[config.mk]
export PLATFORM = sky130hd
export DESIGN_NAME = miriscv_im_arb
export DESIGN_NICKNAME = d
export VERILOG_FILES = /design/src/rtl/miriscv_im_arb.sv
export SDC_FILE = /design/constraint.sdc
export NUM_CORES = 1
export LEC_CHECK = 0
export BUFFER_PORTS_ARGS = -buffer_cell sky130_fd_sc_hd__buf_2
export CAP_MARGIN = 20
export CORE_MARGIN = 4
export CORE_UTILIZATION = 41
export CTS_CLUSTER_DIAMETER = 50
export CTS_CLUSTER_SIZE = 16
export DETAILED_ROUTE_END_ITERATION = 10
export HOLD_SLACK_MARGIN = 0.03
export PLACE_DENSITY = 0.86
export SYNTH_ARGS = -nofsm -noshare
export SYNTH_HDL_FRONTEND = slang
export SYNTH_SLANG_ARGS = --single-unit
[constraint.sdc]
create_clock -name clk_i -period 2.2 [get_ports clk_i]
set_clock_uncertainty 0.05 [all_clocks]
set_input_delay 0.11 -clock clk_i [delete_from_list [all_inputs] [get_ports clk_i]]
set_output_delay 0.11 -clock clk_i [all_outputs]
set_load 0.01 [all_outputs]
[src/rtl/miriscv_im_arb.sv]
// Two-port instruction-memory arbiter: fetch (port 0) and debug/loader
// (port 1) share one combinationally-read instruction memory. Grants are
// same-cycle, responses arrive exactly one cycle after the transfer, and the
// debug port can take exclusive ownership by holding dbg_lock_i.
module miriscv_im_arb #(
  parameter logic [23:0] BASE_HI = 24'h760000,
  parameter int          IDX_W   = 6
) (
  input  logic        clk_i,
  input  logic        rst_n_i,
  input  logic        if_req_i,
  input  logic [31:0] if_addr_i,
  output logic        if_gnt_o,
  output logic        if_rvalid_o,
  output logic [31:0] if_rdata_o,
  output logic        if_err_o,
  input  logic        dbg_req_i,
  input  logic [31:0] dbg_addr_i,
  output logic        dbg_gnt_o,
  output logic        dbg_rvalid_o,
  output logic [31:0] dbg_rdata_o,
  output logic        dbg_err_o,
  input  logic        dbg_lock_i,
  output logic [31:0] mem_addr_o,
  input  logic [31:0] mem_rd_i
);

  typedef enum logic {IDLE, RESP} state_t;

  state_t      state;
  logic        owned;      // debug holds exclusive ownership
  logic        last_gnt;   // 0: fetch granted last, 1: debug granted last
  logic        resp_port;  // port owed the pending response
  logic [31:0] addr_p0;    // address of the transfer being answered
  logic        lock_eff;
  logic        xfer;
  logic        in_range;
  logic        resp_ok;

  // Ownership drops in the very cycle the lock request is withdrawn.
  assign lock_eff = owned & dbg_lock_i;
  assign xfer     = if_gnt_o | dbg_gnt_o;

  // Same-cycle grant: lock first, then round-robin on contention.
  always_comb begin
    if_gnt_o  = 1'b0;
    dbg_gnt_o = 1'b0;
    if (lock_eff) begin
      dbg_gnt_o = dbg_req_i;
    end else if (if_req_i && dbg_req_i) begin
      if_gnt_o  = last_gnt;
      dbg_gnt_o = ~last_gnt;
    end else begin
      if_gnt_o  = if_req_i;
      dbg_gnt_o = dbg_req_i;
    end
  end

  // Control state: response FSM, arbitration history and ownership.
  always_ff @(posedge clk_i or negedge rst_n_i) begin
    if (!rst_n_i) begin
      state     <= IDLE;
      owned     <= 1'b0;
      last_gnt  <= 1'b1;
      resp_port <= 1'b0;
    end else begin
      if (xfer) begin
        state     <= RESP;
        resp_port <= dbg_gnt_o;
        last_gnt  <= dbg_gnt_o;
      end else begin
        state <= IDLE;
      end
      if (!dbg_lock_i) begin
        owned <= 1'b0;
      end else if (dbg_gnt_o) begin
        owned <= 1'b1;
      end
    end
  end

  // Granted address capture; only observed while a response is pending.
  always_ff @(posedge clk_i) begin
    if (xfer) begin
      addr_p0 <= dbg_gnt_o ? dbg_addr_i : if_addr_i;
    end
  end

  // Window match, word alignment, and word index within the memory depth.
  always_comb begin
    in_range = (addr_p0[31:8] == BASE_HI) && (addr_p0[1:0] == 2'b00) &&
               ({26'd0, addr_p0[7:2]} < (32'd1 << IDX_W));
  end

  // Response stage: route memory data to the port owed the response.
  always_comb begin
    if_rvalid_o  = (state == RESP) && !resp_port;
    dbg_rvalid_o = (state == RESP) && resp_port;
    resp_ok      = (state == RESP) && in_range;
    if_rdata_o   = (if_rvalid_o && resp_ok) ? mem_rd_i : 32'h0;
    dbg_rdata_o  = (dbg_rvalid_o && resp_ok) ? mem_rd_i : 32'h0;
    if_err_o     = if_rvalid_o && !in_range;
    dbg_err_o    = dbg_rvalid_o && !in_range;
    mem_addr_o   = (state == RESP) ? addr_p0 : 32'h0;
  end

endmodule

==> flow_metrics.py, run 1 <==
metrics = {
    "run_status": {
        "status": "completed",
    },
    "grt": {
        "grt_usage_pct": 18.2,
        "overflow": 0,
        "grt_max_degree": 67,
        "use_met1_pct": 19.6,
        "antenna_found_initial": 0,
        "grt_pass1_wl_um": 11500,
        "gr-max-usage-layer": "met2",
        "met3_usage_pct": 5.35,
        "first_global_vias": 2544,
        "met2_usage_pct": 34.6,
    },
    "synth": {
        "ys_seq_area_share_pct": 39.3,
        "syn_area_per_cell_um2": 9.73,
        "synth_top_family_by_area": "simple AND/OR/NAND/NOR gates",
        "syn-instance-count": 278,
        "synthesis.area_um2": 2710,
        "synth_edf_count": 32,
        "synth_area_leaders": "edfxtp_1 36%, nor3_2 15%, mux2_2 13%",
        "synth_warnings": 0,
        "yosysUniqueCellTypes": 26,
        "synthAdderAreaFrac_pct": 0,
        "muxShareOfSynthArea_pct": 13.3,
        "synth_area_leader_cell": "edfxtp_1",
        "async_flop_share_pct": 11.1,
        "ys_seq_elements": 36,
        "synth_fp_nets": 379,
        "synth-compound-area-share_pct": 2.17,
        "synth_ff_type": "edfxtp_1",
        "synth_simple_gate_area_share_pct": 38.7,
        "yosysTopAreaCellShare_pct": 35.5,
        "synth-xor-area-share_pct": 0,
    },
    "power_and_ir_drop": {
        "leakagePower_nw": 1.77,
        "power_density_nw_per_um2": 500,
        "ir_drop_mv": 0.472,
    },
    "clock_network": {
        "cts_buffers": 5,
        "postCtsSetupBuffers": 0,
        "cts.path.max_buffers": 2,
        "clkLatencyLatePin_ns": 0.28,
        "clockRootBuffer": "clkbuf_8",
        "cts_tree": "yes",
        "cts_max_level": 2,
        "cts.clk_slew.worst_paths_ns": 0.07,
        "clkSinkCount": 36,
    },
    "hold_path": {
        "hold_path_class": "in -> reg",
        "hp-start": "if_addr_i[12]",
        "hold-path-endpoint": "addr_p0[12]",
        "holdPathStages": 2,
    },
    "worst_setup_path": {
        "r2r_cells": 4,
        "cp_slowest_stage_delay_ns": 0.42,
        "cp-start-kind": "register",
        "crit_path_end_kind": "output port",
        "timing.rr.end": "addr_p0[26]",
        "path_buf_inv": 2,
        "arrival_ns": 1.88,
        "path_max_fanout": 66,
        "worstPathRequired_ns": 2.04,
        "reg2reg_setup_slack_ns": 0.48,
        "crit_chain": "nor4b_2 > nand4_1 > buf_12 > nor3_1 > buf_2",
        "rr_startpoint": "owned",
        "critPathKind": "reg -> out",
        "path_delay_family": "simple AND/OR/NAND/NOR gates",
        "cp_slowest_cell": "edfxtp_1",
    },
    "drt": {
        "viasPerCell": 5.03,
        "drtPass1Iterations": 4,
        "routed_wl_um": 7880,
        "drc": 0,
        "wl_per_cell_um": 14.4,
        "drtAntennaViolNets": 0,
        "vias": 2752,
        "drt_iter0_drc": 71,
    },
    "cells_and_area": {
        "diodes": 0,
        "final-seq-area_um2": 1060,
        "syn_to_final_growth_pct": 44.5,
        "fillers": 517,
        "multiInputGateArea_um2": 1510,
        "drive_above_1_share_pct": 63.6,
        "fin_nets": 570,
    },
    "floorplanning": {
        "rows": 29,
        "ios": 203,
        "die_x_um": 89.2,
        "fp.coreArea_um2": 6390,
        "initial_core_util_pct": 42.4,
        "die_h_um": 89.2,
        "dieArea_um2": 7960,
    },
    "placed_design": {
        "port_buffers": 202,
        "gp_congestion": 0.749,
        "place.detailed.hpwl_um": 6140,
        "post-place-ws_ns": 0.320,
    },
    "sta": {
        "layout_setup_ws_ns": 0.156,
        "period_share_pct": 92.9,
        "relSlewSlack_pct": 72.7,
        "worst_slew_pin_slew_ns": 0.410,
        "rsz0062_at_grt": "no",
        "finalHoldViolCount": 0,
        "slew_violations": 0,
        "finalSetupTns_ns": 0,
        "fmax_mhz": 489,
        "setup_viol": 0,
        "period_needed_ns": 2.04,
    },
    "run": {
        "maxCapViolations": 0,
    },
}
==> stage by stage <==
stage / instances / cell area (um^2) / util [%] / power, mW / hold WS (ns)
after floorplan: 278 / 2710 / - / 1.17 / -0.236
after global placement: 536 / 3740 / 58.6 / 1.37 / -0.131
after detailed placement: 536 / 3740 / 58.6 / 1.39 / -0.130
after CTS: 547 / 3880 / 60.8 / 1.97 / 0.0676
after global routing: 547 / 3910 / 61.2 / 2.06 / 0.0595
final: 547 / 3910 / 61.2 / 1.95 / 0.0778
==> how the worst max path moves through the flow <==
stage	to	cells past startpoint	startpoint
floorplan	addr_p0[23]	4	owned
global placement	if_rdata_o[22]	5	addr_p0[18]
detailed placement	if_rdata_o[2]	5	addr_p0[18]
CTS	if_rdata_o[2]	5	addr_p0[18]
global route	if_rdata_o[6]	5	addr_p0[13]
finish	if_rdata_o[9]	5	addr_p0[8]
==> cell usage in the layout, fill, tap and decap left out, drive strengths merged, types with 2 or more instances in the layout <==
cell type    Yosys  final
and2            33     33
buf             17    209
clkbuf          11      5
dfrtp            3      3
dlygate4sd3      0      3
edfxtp          32     32
inv              2      2
mux2            32     32
nand2           64     64
nor3            64     64
nor4             3      3
nor4b            2      2
o21a             5      5
==> logic make-up after synthesis <==
group / Yosys count
simple gates: 172
buf+inv: 30
compound gates: 8
flops: 36
mux: 32
==> power breakdown <==
part           internal, mW  leakage, nW  switching (mW)  total, mW
sequential            0.833        0.370          0.0379      0.871
combinational         0.249         1.34           0.266      0.514
clock                 0.335       0.0541           0.233      0.568
==> routing by layer <==
| metal | vias to the layer above | wire length (um) |
|---|---|---|
| li1 | 1340 | - |
| met1 | 1248 | 2690 |
| met2 | 156 | 4080 |
| met3 | 8 | 987 |
| met4 | 0 | 113 |
| met5 | - | 0 |
==> registers in the layout (all words and copies together), names as in the netlist <==
name,count
last_gnt,1
state,1
addr_p0,32
resp_port,1
owned,1
==> layout make-up <==
cell class              instances  share of cell area (%)
flip-flops and latches         36                    27.2
multi-input cells             212                    38.7
inverters                       2                   0.192
clock inverters                 3                    1.09
repair buffers                212                    28.6
well taps                      77                    2.46
clock buffers                   5                    1.76
==> synthesized netlist by cell type, types with 2 or more instances <==
library cell	count
nand2_1	64
nor3_2	40
and2_1	33
edfxtp_1	32
mux2_2	32
nor3_1	24
clkbuf_1	11
buf_4	7
buf_2	6
o21a_1	5
buf_6	4
dfrtp_1	3
nor4_1	3
inv_1	2
==> repair_timing <==
item                                   in CTS  in global routing
endpoints found under the hold margin       6                  0
setup endpoints to repair                   0                 46
hold buffers                                3                  0
gates resized for setup                     0                  4
==> worst register-to-register path, delay by kind of cell, from the launching register on <==
kind | cells | cell delay, ns
buffers and inverters | 1 | 0.37
flip-flops | 1 | 0.35
multiplexers | 1 | 0.42
AO/OA/AOI/OAI | 2 | 0.28
Power figures use the tool's default switching activity.
==> run 2: changes to the inputs <==
--- a/config.mk
+++ b/config.mk
@@ -7,6 +7,7 @@
 export LEC_CHECK = 0
 export BUFFER_PORTS_ARGS = -buffer_cell sky130_fd_sc_hd__buf_2
 export CAP_MARGIN = 20
+export CORE_ASPECT_RATIO = 1.5
 export CORE_MARGIN = 4
 export CORE_UTILIZATION = 41
 export CTS_CLUSTER_DIAMETER = 50
==> constraint.sdc (replaced) <==
create_clock -name clk_i -period 2.3 [get_ports clk_i]
set_clock_uncertainty 0.05 [all_clocks]
set_input_delay 0.115 -clock clk_i [delete_from_list [all_inputs] [get_ports clk_i]]
set_output_delay 0.115 -clock clk_i [all_outputs]
set_load 0.01 [all_outputs]
==> run 2 against run 1 <==
- worst hold slack worse by 0.0020 ns
- wire length grew 4.0%
- critical path depth unchanged
- sequential cell count stayed put
- global-route usage increased by 1.5 points
- setup slack worse by 0.019 ns
- die area increased by 0.34%
- clock power is 28% lower
- via count decreased by 0.18%
- combinational power fell by 3%
- non-clock buffer count is the same
- count of clock-buffer cells in the layout unchanged
- critical path type unchanged
- largest power group unchanged
- highest routed layer unchanged
==> flow_metrics.py, run 2 (synthesis results as in run 1) <==
metrics = {
    "run_status": {
        "status": "completed",
    },
    "clock_network": {
        "cts_tree": "yes",
        "clockRootBuffer": "clkbuf_8",
        "postCtsSetupBuffers": 0,
        "cts_buffers": 5,
        "clkLatencyLatePin_ns": 0.28,
        "clkSinkCount": 36,
        "cts_max_level": 2,
        "cts.clk_slew.worst_paths_ns": 0.07,
        "cts.path.max_buffers": 2,
    },
    "sta": {
        "rsz0062_at_grt": "no",
        "finalHoldViolCount": 0,
        "relSlewSlack_pct": 69.2,
        "finalSetupTns_ns": 0,
        "worst_slew_pin_slew_ns": 0.458,
        "slew_violations": 0,
        "setup_viol": 0,
        "fmax_mhz": 462,
        "period_share_pct": 94.0,
        "period_needed_ns": 2.16,
    },
    "floorplanning": {
        "ios": 203,
        "initial_core_util_pct": 42.0,
        "dieArea_um2": 7990,
        "die_h_um": 107,
        "rows": 36,
        "fp.coreArea_um2": 6440,
        "die_x_um": 74.3,
    },
    "grt": {
        "antenna_found_initial": 0,
        "overflow": 0,
        "grt_pass1_wl_um": 12000,
        "grt_max_degree": 67,
        "first_global_vias": 2643,
        "grt_usage_pct": 19.8,
    },
    "worst_setup_path": {
        "cp-start-kind": "register",
        "arrival_ns": 2.00,
        "crit_path_end_kind": "output port",
        "path_max_fanout": 66,
        "worstPathRequired_ns": 2.13,
        "critPathKind": "reg -> out",
    },
    "drt": {
        "wl_per_cell_um": 15.0,
        "vias": 2747,
        "routed_wl_um": 8190,
        "drt_iter0_drc": 92,
        "drtPass1Iterations": 4,
        "drc": 0,
        "drtAntennaViolNets": 0,
        "viasPerCell": 5.04,
    },
    "cells_and_area": {
        "final_core_util_pct": 59.8,
        "drive_above_1_share_pct": 62.5,
        "diodes": 0,
        "final_common_cell": "buf_2",
        "fillers": 527,
        "final-seq-area_um2": 1060,
        "fin_nets": 570,
        "finalNonFillerCells": 545,
        "largest_reg_flops": 32,
        "multiInputGateArea_um2": 1500,
        "final_cell_mix": "202 x buf_2, 64 x nand2_1, 40 x nor3_2",
        "syn_to_final_growth_pct": 42.5,
        "regMostFlops": "addr_p0",
    },
    "power_and_ir_drop": {
        "leakagePower_nw": 1.75,
        "ir_drop_mv": 0.598,
        "power_density_nw_per_um2": 451,
    },
    "placed_design": {
        "dp.cells": 535,
        "place.detailed.hpwl_um": 6270,
        "port_buffers": 202,
        "gp_congestion": 0.726,
    },
    "run": {
        "maxCapViolations": 0,
    },
    "hold_path": {
        "hold_path_class": "in -> reg",
    },
}
==> run 2: changes by cell type in the layout (fill, tap and decap cells not counted) <==
cell        previous run  this run
bufinv_16              1         0
nor3_1                23        24
clkinv_2               1         0
clkinvlp_4             1         0
nor4_2                 2         0
clkinv_1               0         2
nor4_1                 1         3
nor3_2                41        40
==> run 2: worst max-delay path, cell delays in order (launching register included) <==
cell      delay (ns)
edfxtp_1        0.41
nor4_1          0.36
nand4_1         0.22
buf_12          0.27
nor3_1          0.25
buf_2           0.17
==> run 2: area by class of cell <==
class / instances / area share (%)
multi-input cells: 212 / 38.8
repair buffers: 212 / 29.0
flip-flops and latches: 36 / 27.6
well taps: 76 / 2.47
clock buffers: 5 / 1.79
clock inverters: 2 / 0.195
inverters: 2 / 0.195
==> run 2: timing repair <==
action,4_1_cts,5_1_grt
hold buffers,3,0
endpoints found under the hold margin,6,0
gates resized for setup,0,1
endpoints found under the setup margin,0,1
==> run 2: worst paths after layout <==
kind                               start             to  slack [ns]  depth (start not counted)
max                          addr_p0[12]  if_rdata_o[7]        0.14                          5
max reg2reg                        owned    addr_p0[24]        0.57                          4
min in group asynchronous        rst_n_i          owned        0.11                          2
min reg2reg                        owned          owned        0.45                          1
min                        if_addr_i[16]    addr_p0[16]        0.08                          2
max in group asynchronous        rst_n_i       last_gnt        1.89                          2
==> run 2: metal layers <==
metal / vias to the layer above / routed length [um] / track usage [%]
met1: 1231 / 2690 / 19.8
met2: 166 / 4280 / 36.7
met4: 0 / 129 / 6.62
li1: 1340 / - / -
met5: - / 0 / 0
met3: 10 / 1090 / 6.82
==> run 2: where the power goes <==
part | leakage (nW) | internal, mW | switching [mW]
registers | 0.370 | 0.796 | 0.0307
clock network | 0.0391 | 0.200 | 0.210
logic | 1.34 | 0.237 | 0.263
total | 1.75 | 1.23 | 0.504
==> run 2: through the flow <==
step | area [um^2] | hold slack (ns) | setup WS, ns | total power, mW
final | 3850 | 0.0758 | 0.137 | 1.74
after global routing | 3850 | 0.0632 | 0.0744 | 1.84
after CTS | 3850 | 0.0664 | 0.122 | 1.75
after detailed placement | 3740 | -0.122 | 0.449 | 1.33
after global placement | 3740 | -0.128 | 0.490 | 1.32
after floorplan | 2710 | -0.231 | 0.750 | 1.12
==> run 3: changes to the inputs <==
--- a/config.mk
+++ b/config.mk
@@ -9,12 +9,13 @@
 export CAP_MARGIN = 20
 export CORE_ASPECT_RATIO = 1.5
 export CORE_MARGIN = 4
-export CORE_UTILIZATION = 41
+export CORE_UTILIZATION = 37
 export CTS_CLUSTER_DIAMETER = 50
 export CTS_CLUSTER_SIZE = 16
 export DETAILED_ROUTE_END_ITERATION = 10
 export HOLD_SLACK_MARGIN = 0.03
-export PLACE_DENSITY = 0.86
+export PLACE_DENSITY = 0.82
+export SETUP_SLACK_MARGIN = 0.1
 export SYNTH_ARGS = -nofsm -noshare
 export SYNTH_HDL_FRONTEND = slang
 export SYNTH_SLANG_ARGS = --single-unit
==> constraint.sdc (replaced) <==
create_clock -name clk_i -period 1.8 [get_ports clk_i]
set_clock_uncertainty 0.05 [all_clocks]
set_input_delay 0.09 -clock clk_i [delete_from_list [all_inputs] [get_ports clk_i]]
set_output_delay 0.09 -clock clk_i [all_outputs]
set_load 0.01 [all_outputs]
==> run 3 against run 2 <==
- sequential share of layout area is 5.1 points lower
- sequential power is 29% higher
- setup slack worse by 0.40 ns
- the run now ends with setup timing left
- critical path depth is 2 higher
- die area increased by 9.8%
- cell area increased by 23%
- largest power group unchanged
==> flow_metrics.py, run 3 (synthesis results as in run 1) <==
metrics = {
    "run_status": {
        "status": "finished with violations",
        "violations": "setup timing",
    },
    "cells_and_area": {
        "syn_to_final_growth_pct": 74.6,
        "drive_above_1_share_pct": 70.1,
        "regMostFlops": "addr_p0",
        "final_core_util_pct": 67.6,
        "final_area_um2": 4720,
        "final-seq-area_um2": 1060,
        "fillers": 512,
        "fin_nets": 591,
        "diodes": 0,
        "final_common_cell": "buf_2",
        "finalNonFillerCells": 588,
        "final_cell_mix": "200 x buf_2, 64 x nand2_1, 35 x nor3_2",
        "multiInputGateArea_um2": 1870,
        "largest_reg_flops": 32,
    },
    "sta": {
        "period_share_pct": 115,
        "finalSetupTns_ns": -14.11,
        "timing.hold.ws_ns": 0.0478,
        "relSlewSlack_pct": 76.5,
        "fmax_mhz": 485,
        "layout_setup_ws_ns": -0.261,
        "finalHoldViolCount": 0,
        "rsz0062_at_grt": "yes",
        "period_needed_ns": 2.06,
        "slew_violations": 0,
        "worst_slew_pin_slew_ns": 0.352,
        "setup_viol": 66,
    },
    "worst_setup_path": {
        "path_max_fanout": 8,
        "crit_chain": "nor4_2 > buf_4 > nand4_1 > buf_6 > buf_16 > o21a_1 > buf_2",
        "crit_path_end_kind": "output port",
        "timing.rr.end": "addr_p0[5]",
        "r2r_cells": 4,
        "rr_startpoint": "owned",
        "arrival_ns": 1.92,
        "cp_slowest_stage_delay_ns": 0.41,
        "worstPathRequired_ns": 1.66,
        "reg2reg_setup_slack_ns": 0.15,
        "cp_slowest_cell": "edfxtp_1",
        "critPathKind": "reg -> out",
        "cp-start-kind": "register",
    },
    "drt": {
        "viasPerCell": 5.10,
        "drc": 0,
        "wl_per_cell_um": 18.0,
        "drtAntennaViolNets": 0,
        "drtPass1Iterations": 4,
        "drt_iter0_drc": 149,
        "routed_wl_um": 10600,
        "vias": 3000,
    },
    "placed_design": {
        "port_buffers": 202,
        "dp.cells": 558,
        "place.detailed.hpwl_um": 6500,
        "placed_cell_area_um2": 3800,
        "gp_congestion": 0.728,
        "post-place-ws_ns": -0.254,
    },
    "clock_network": {
        "cts_tree": "yes",
        "clkSinkCount": 36,
        "cts_buffers": 5,
        "cts.clk_slew.worst_paths_ns": 0.08,
        "cts.path.max_buffers": 2,
        "clkLatencyLatePin_ns": 0.28,
        "cts_max_level": 2,
        "clockRootBuffer": "clkbuf_8",
    },
    "grt": {
        "grt_max_degree": 35,
        "antenna_found_initial": 0,
        "first_global_vias": 3033,
        "grt_pass1_wl_um": 15500,
        "grt_usage_pct": 22.6,
        "overflow": 0,
    },
    "floorplanning": {
        "die_h_um": 113,
        "fp.coreArea_um2": 6990,
        "ios": 203,
        "dieArea_um2": 8770,
        "initial_core_util_pct": 38.7,
        "die_x_um": 77.8,
        "rows": 37,
    },
    "power_and_ir_drop": {
        "leakagePower_nw": 2.41,
        "ir_drop_mv": 0.706,
        "totalPowerFinal_mw": 2.36,
        "power_density_nw_per_um2": 500,
    },
    "run": {
        "maxCapViolations": 0,
    },
    "hold_path": {
        "hp-start": "if_addr_i[27]",
        "hold_path_class": "in -> reg",
        "hold-path-endpoint": "addr_p0[27]",
        "holdPathStages": 2,
    },
}
==> run 3: cell count changes in the layout (fill, tap and decap cells not counted), moves of 2 or more <==
cell	before	now
nor3_4	0	29
nor3_1	24	0
buf_16	0	11
nor3_2	40	35
buf_6	0	4
buf_12	2	5
a21oi_4	1	3
buf_2	202	200
clkbuf_16	0	2
clkinvlp_4	0	2
dlygate4sd3_1	3	1
dlymetal6s4s_1	0	2
nor4_1	3	1
nor4_2	0	2
==> run 3: repair_timing <==
action	in CTS	in global routing
hold buffers	3	0
pin swaps	70	4
setup endpoints to repair	99	75
resized for setup	46	36
setup buffers	3	2
hold endpoints to repair	7	0
gates cloned	12	2
==> run 3: worst max-delay path by stage <==
stage,startpoint,end,slack (ns),cells past startpoint
6_report,addr_p0[14],if_err_o,-0.26,7
5_1_grt,addr_p0[14],dbg_rdata_o[23],-0.37,7
4_1_cts,addr_p0[12],if_err_o,-0.27,7
3_5_place_dp,owned,addr_p0[10],-0.25,3
3_3_place_gp,owned,addr_p0[21],-0.17,3
2_1_floorplan,owned,addr_p0[23],0.25,4
==> run 3: worst max-delay path, delay by kind of cell (launching register included) <==
family,cells,cell delay [ns]
AOI/OAI and AO/OA,1,0.16
DFF,1,0.41
buffers and inverters,4,0.64
and+or+nand+nor,2,0.41
==> run 3: metal layers <==
metal | GRT usage [%] | wire, um
met5 | 0 | 0
met2 | 44.2 | 5860
met1 | 21.9 | 3320
met4 | 11.3 | 395
met3 | 4.38 | 1040
==> run 3: area by class of cell <==
class / instances / share of cell area (%)
Tap cell: 97 / 2.57
Inverter: 2 / 0.238
Timing Repair Buffer: 231 / 33.4
Clock buffer: 6 / 1.54
Multi-Input combinational cell: 214 / 39.5
Clock inverter: 2 / 0.238
Sequential cell: 36 / 22.5
==> run 3: report_power, final <==
group	internal [mW]	total (mW)	switching (mW)
Combinational	0.353	0.742	0.388
Clock	0.268	0.545	0.278
Sequential	1.02	1.07	0.0551
Total	1.64	2.36	0.721
